`src/rtl/sha_state_accum.sv`:
```
// -----------------------------------------------------------------------------
// sha_state_accum
//   SHA-256 chaining-state accumulator for a double-SHA miner. It holds the
//   WORDS-wide chaining state and adds compressor results to it, word by word,
//   across three phases: header block 1, header block 2 and the second hash.
//   The state after block 1 is cached as a midstate, so a nonce sweep can
//   restart at block 2 without recomputing block 1.
//
//   Optional feature (macro MIDSTATE_LOAD_EN): adds mid_load / mid_in so the
//   host can load a precomputed midstate while the block is in IDLE or DONE.
//
// Ports
//   clk, rst_n      rising-edge clock, asynchronous active-low reset
//   start           begin a new job: full three-phase hash from IV
//   sweep           new nonce: restart at phase 2 from the cached midstate
//   f_valid/f_ready compressor result handshake (f, word0 in LSBs)
//   chain           chaining state fed to the compressor for the current phase
//   inner           first-hash digest (message for phase 3)
//   digest          final double-SHA digest, held while digest_valid is high
//   digest_ready    consumer takes digest
//   phase           0 idle, 1/2/3 awaiting block 1/2/3
//   mid_ok          midstate cache valid
//   sweep_err       one-cycle pulse: sweep issued with no valid midstate
//   mid_load,mid_in (MIDSTATE_LOAD_EN only) host midstate load
// -----------------------------------------------------------------------------
module sha_state_accum #(
   parameter int unsigned          W     = 32,
   parameter int unsigned          WORDS = 8,
   // word0 sits in the LSBs; word5/word6 follow the miner's packing order
   parameter logic [WORDS*W-1:0]   IV    = {32'h5be0cd19, 32'h9b05688c,
                                            32'h1f83d9ab, 32'h510e527f,
                                            32'ha54ff53a, 32'h3c6ef372,
                                            32'hbb67ae85, 32'h6a09e667}
) (
   input  logic                 clk,
   input  logic                 rst_n,
   input  logic                 start,
   input  logic                 sweep,
   input  logic                 f_valid,
   output logic                 f_ready,
   input  logic [WORDS*W-1:0]   f,
   output logic [WORDS*W-1:0]   chain,
   output logic [WORDS*W-1:0]   inner,
   output logic [WORDS*W-1:0]   digest,
   output logic                 digest_valid,
   input  logic                 digest_ready,
   output logic [1:0]           phase,
   output logic                 mid_ok,
   output logic                 sweep_err
`ifdef MIDSTATE_LOAD_EN
   ,
   input  logic                 mid_load,
   input  logic [WORDS*W-1:0]   mid_in
`endif
);

   typedef enum logic [2:0] {S_IDLE, S_B1, S_B2, S_B3, S_DONE} state_e;

   state_e               state_q;
   logic [WORDS*W-1:0]   chain_q, mid_q, inner_q, digest_q;
   logic                 mid_ok_q, digest_valid_q, sweep_err_q;
   logic [WORDS*W-1:0]   sum_d;
   logic                 mid_load_w;
   logic [WORDS*W-1:0]   mid_in_w;
   logic                 rest_w;   // IDLE or DONE: the states that accept sweep / mid_load

`ifdef MIDSTATE_LOAD_EN
   assign mid_load_w = mid_load;
   assign mid_in_w   = mid_in;
`else
   assign mid_load_w = 1'b0;
   assign mid_in_w   = '0;
`endif

   assign rest_w = (state_q == S_IDLE) || (state_q == S_DONE);

   // Per-word modular add; carries deliberately never cross word boundaries.
   always_comb begin
      sum_d = '0;
      for (int i = 0; i < WORDS; i++) begin
         sum_d[i*W +: W] = chain_q[i*W +: W] + f[i*W +: W];
      end
   end

   // NOTE: every register below uses <= so all updates see the pre-edge values.
   always_ff @(posedge clk or negedge rst_n) begin
      if (!rst_n) begin
         state_q        <= S_IDLE;
         chain_q        <= IV;
         mid_q          <= IV;
         inner_q        <= '0;
         digest_q       <= '0;
         mid_ok_q       <= 1'b0;
         digest_valid_q <= 1'b0;
         sweep_err_q    <= 1'b0;
      end else begin
         sweep_err_q <= 1'b0;
         if (start) begin
            // start wins over sweep, mid_load and any same-cycle transfer
            chain_q        <= IV;
            mid_ok_q       <= 1'b0;
            digest_valid_q <= 1'b0;
            state_q        <= S_B1;
         end else if (sweep && rest_w) begin
            if (mid_ok_q) begin
               // in DONE this discards the held digest
               chain_q        <= mid_q;
               digest_valid_q <= 1'b0;
               state_q        <= S_B2;
            end else begin
               sweep_err_q <= 1'b1;
            end
         end else begin
            if (mid_load_w && rest_w) begin
               mid_q    <= mid_in_w;
               mid_ok_q <= 1'b1;
            end
            unique case (state_q)
               S_IDLE: ;
               S_B1: if (f_valid) begin
                  chain_q  <= sum_d;
                  mid_q    <= sum_d;
                  mid_ok_q <= 1'b1;
                  state_q  <= S_B2;
               end
               S_B2: if (f_valid) begin
                  inner_q <= sum_d;
                  chain_q <= IV;   // second hash starts from IV
                  state_q <= S_B3;
               end
               S_B3: if (f_valid) begin
                  digest_q       <= sum_d;
                  digest_valid_q <= 1'b1;
                  state_q        <= S_DONE;
               end
               S_DONE: if (digest_ready) begin
                  digest_valid_q <= 1'b0;
                  state_q        <= S_IDLE;
               end
               default: state_q <= S_IDLE;
            endcase
         end
      end
   end

   always_comb begin
      phase = 2'd0;
      unique case (state_q)
         S_B1:    phase = 2'd1;
         S_B2:    phase = 2'd2;
         S_B3:    phase = 2'd3;
         default: phase = 2'd0;
      endcase
   end

   assign f_ready      = (state_q == S_B1) || (state_q == S_B2) || (state_q == S_B3);
   assign chain        = chain_q;
   assign inner        = inner_q;
   assign digest       = digest_q;
   assign digest_valid = digest_valid_q;
   assign mid_ok       = mid_ok_q;
   assign sweep_err    = sweep_err_q;

endmodule
```
`config.mk`:
```
export PLATFORM = sky130hd
export DESIGN_NAME = sha_state_accum
export DESIGN_NICKNAME = d
export VERILOG_FILES = /design/src/rtl/sha_state_accum.sv
export SDC_FILE = /design/constraint.sdc
export NUM_CORES = 2
export LEC_CHECK = 0
export BUFFER_PORTS_ARGS = -buffer_cell sky130_fd_sc_hd__buf_2
export CAP_MARGIN = 25
export CORE_AREA = 2 2 405 407
export CTS_BUF_LIST = sky130_fd_sc_hd__clkbuf_8
export DETAILED_ROUTE_END_ITERATION = 6
export DIE_AREA = 0 0 407 409
export PLACE_DENSITY = 0.51
export RECOVER_POWER = 50
export SLEW_MARGIN = 20
export SYNTH_ARGS = -nofsm -noshare
export SYNTH_HDL_FRONTEND = slang
export SYNTH_SLANG_ARGS = --single-unit
```
`constraint.sdc`:
```
create_clock -name clk -period 4.72 [get_ports clk]
set_input_delay 0.944 -clock clk [delete_from_list [all_inputs] [get_ports clk]]
set_output_delay 0.944 -clock clk [all_outputs]
set_load 0.02 [all_outputs]
```
==> flow_summary_export.csv <==
group,metric,value,unit
die,fp.dieW,407,um
run_status,status,"finished with violations",
global_route,met3_usage,0.0629,
clock_tree,cts_setup_buffers,0,
setup_path,cp-start-kind,"flop",
sta,slew_violations,491,
route,wl_per_cell,22.9,um
global_route,grt_pass1_wl,298000,um
placed_design,pre_cts_slack,0.326,ns
route,first_pass_iters,6,
clock_tree,cts_buffers,183,
setup_path,crit_type,"reg -> reg",
setup_path,cp-end-kind,"flop",
setup_path,worst_ep_arrival_time,5.03,ns
sta,rsz0062_at_grt,"false",
clock_tree,clkTransAtPathRegs,0.07,ns
sta,setup-tns-final,0,ns
sta,fin_skew,0.0582,ns
layout,final_cell_mix,"nand2_1 (1451), dfrtp_1 (758), buf_2 (753)",
run,cap_violations,9,
global_route,grt.met1_usage,0.293,
global_route,grt_max_degree,180,
clock_tree,clk-insertion-delay-late,0.93,ns
layout,area_growth,21.4,%
placed_design,io_buffers,1035,
power_and_ir_drop,clockPowerShare,0.162,
placed_design,routabilityCongestion,0.898,
power_and_ir_drop,power.internal,0.0276,W
clock_tree,htree_levels,4,
die,die_y,409,um
synthesis,synth_seq_cells,1030,
synthesis,synth_cells,5550,
global_route,gr-max-usage-layer,"met2",
sta,setup-violations-final,0,
sta,relSlewSlack,-0.852,
route,drt-initial-drc-count,2941,
synthesis,synth-edff-count,0,
power_and_ir_drop,p_sw,0.0261,W
global_route,grt_usage,0.238,
synthesis,syn_nets,6068,
layout,drive_gt1_frac,0.236,
layout,final_common_cell,"nand2_1",
synthesis,yosysSeqAreaShare,0.502,
die,coreArea,162000,sq um
sta,setup_slack,0.504,ns
clock_tree,cts_hold_buf,1,
route,wirelength,204000,um
synthesis,syn_area,52000,sq um
global_route,grt_pass1_vias,44870,
sta,clock.fmax,237,MHz
power_and_ir_drop,p_sw_frac,0.486,
die,start_util,0.321,
hold_path,min_path_type,"in -> reg",
route,vias_per_cell,5.11,
power_and_ir_drop,p_total,0.0537,W
power_and_ir_drop,vdd_drop_max,0.000359,V
synthesis,synth.distinct_cells,78,
sta,finalHoldViolCount,0,
synthesis,syn_avg_cell_area,9.38,sq um
die,die-area,166000,sq um
sta,tightest_slew,2.78,ns
power_and_ir_drop,combPwrFrac,0.520,
layout,nNetsFinal,7072,
run_status,failed_checks,"capacitance limit, slew limit",
synthesis,ys.flop_type,"dfrtp_1",
route,drc,0,
layout,fillCellCount,16600,
global_route,antenna_found_initial,48,
clock_tree,cts_resized,0,
setup_path,critPathMaxFanout,47,
clock_tree,clockBufferDepth,3,
power_and_ir_drop,power_density,849,nW/um^2
sta,finalCriticalPeriod,4.22,ns
clock_tree,cts-root-buf,"clkbuf_8",
global_route,use_met2,0.392,
die,pin_count,1036,
route,ant_nets,0,
route,num_vias,45531,
setup_path,worstPathRequired,5.53,ns
synthesis,synth_warnings,0,
sta,hold_slack,0.404,ns
clock_tree,clock-sinks,1030,
power_and_ir_drop,leakage,30.4,nW
synthesis,synthArstFlopShare,1.00,
global_route,overflow,0,
sta,fin_crit_sh,0.893,
die,fp-row-count,148,
power_and_ir_drop,seqPwrFrac,0.318,
placed_design,dp_hpwl,147000,um
clock_tree,tritoncts,"done",
## Yosys cell counts, drive strengths merged (61+ instances only)
cell type	n	area (sq um)
a21o	135	1010
a21oi	293	1480
a221oi	63	558
buf	61	297
clkbuf	238	893
dfrtp	758	19000
dfstp	272	7150
ha	248	3100
inv	68	255
mux2	187	2110
nand2	1451	5450
nor2	274	1030
o21ai	628	3150
o22ai	79	494
xnor2	145	1270
xor2	88	771
## worst max-delay path: stages (launching register included)
cell	delay (ns)
dfrtp_1	0.51
nand3b_1	0.20
or3_4	0.78
clkbuf_1	2.02
mux2_2	0.47
## cells by family after synthesis
family          count (synthesis)  synth area share
fa+ha+maj                     256            0.0627
xor+xnor                      233            0.0392
flops                        1030             0.502
simple gates                 2012             0.157
mux                           189            0.0409
compound gates               1463             0.170
buf+inv                       367            0.0278
## per-layer routing
layer  vias to the layer above  wire length, um
met5                         -              261
met4                        38             8870
met3                       379            13700
met2                      1329            96500
met1                     22445            84600
li1                      21340                -
## stage by stage
step | util | cell area, sq um | instances
global placement | 0.370 | 59900 | 8543
detailed placement | 0.370 | 59900 | 8543
CTS | 0.393 | 63800 | 8892
floorplan | - | 52000 | 5550
finish | 0.390 | 63200 | 8910
global route | 0.390 | 63200 | 8901
## registers in the layout (all words and copies together) (netlist names)
signal        cells
chain           256
digest          256
digest_valid      1
inner           256
mid_ok            1
mid_q           256
state_q           3
sweep_err         1
## power by group through the flow
stage | clock [W] | combinational [W] | sequential [W]
after global routing | 0.00935 | 0.0305 | 0.0175
after floorplan | 0 | 0.0142 | 0.0200
final | 0.00871 | 0.0279 | 0.0170
after detailed placement | 0 | 0.0283 | 0.0171
after global placement | 0 | 0.0281 | 0.0170
after CTS | 0.00897 | 0.0284 | 0.0170
## path summary, 6_finish.rpt
| kind | start | end | slack (ns) | cells after the start |
|---|---|---|---|---|
| max | state_q[1] | inner[15] | 0.50 | 4 |
| min | start | state_q[1] | 0.40 | 2 |
| max reg2reg | state_q[1] | inner[15] | 0.50 | 4 |
| min reg2reg | mid_q[115] | mid_q[115] | 0.46 | 2 |
| max in group asynchronous | rst_n | digest[81] | 0.78 | 3 |
| min in group asynchronous | rst_n | digest[115] | 1.40 | 2 |
## area by class of cell
type	count	area [sq um]	area share
multi-input combinational	4153	24500	0.388
sequential	1030	26100	0.413
inverter	68	255	0.00404
clock buffer	229	3150	0.0499
antenna	18	45.0	0.000713
clock inverter	119	686	0.0109
tap	2175	2720	0.0431
timing repair buffer	1118	5680	0.0898
(Power assumes the default switching activity.)
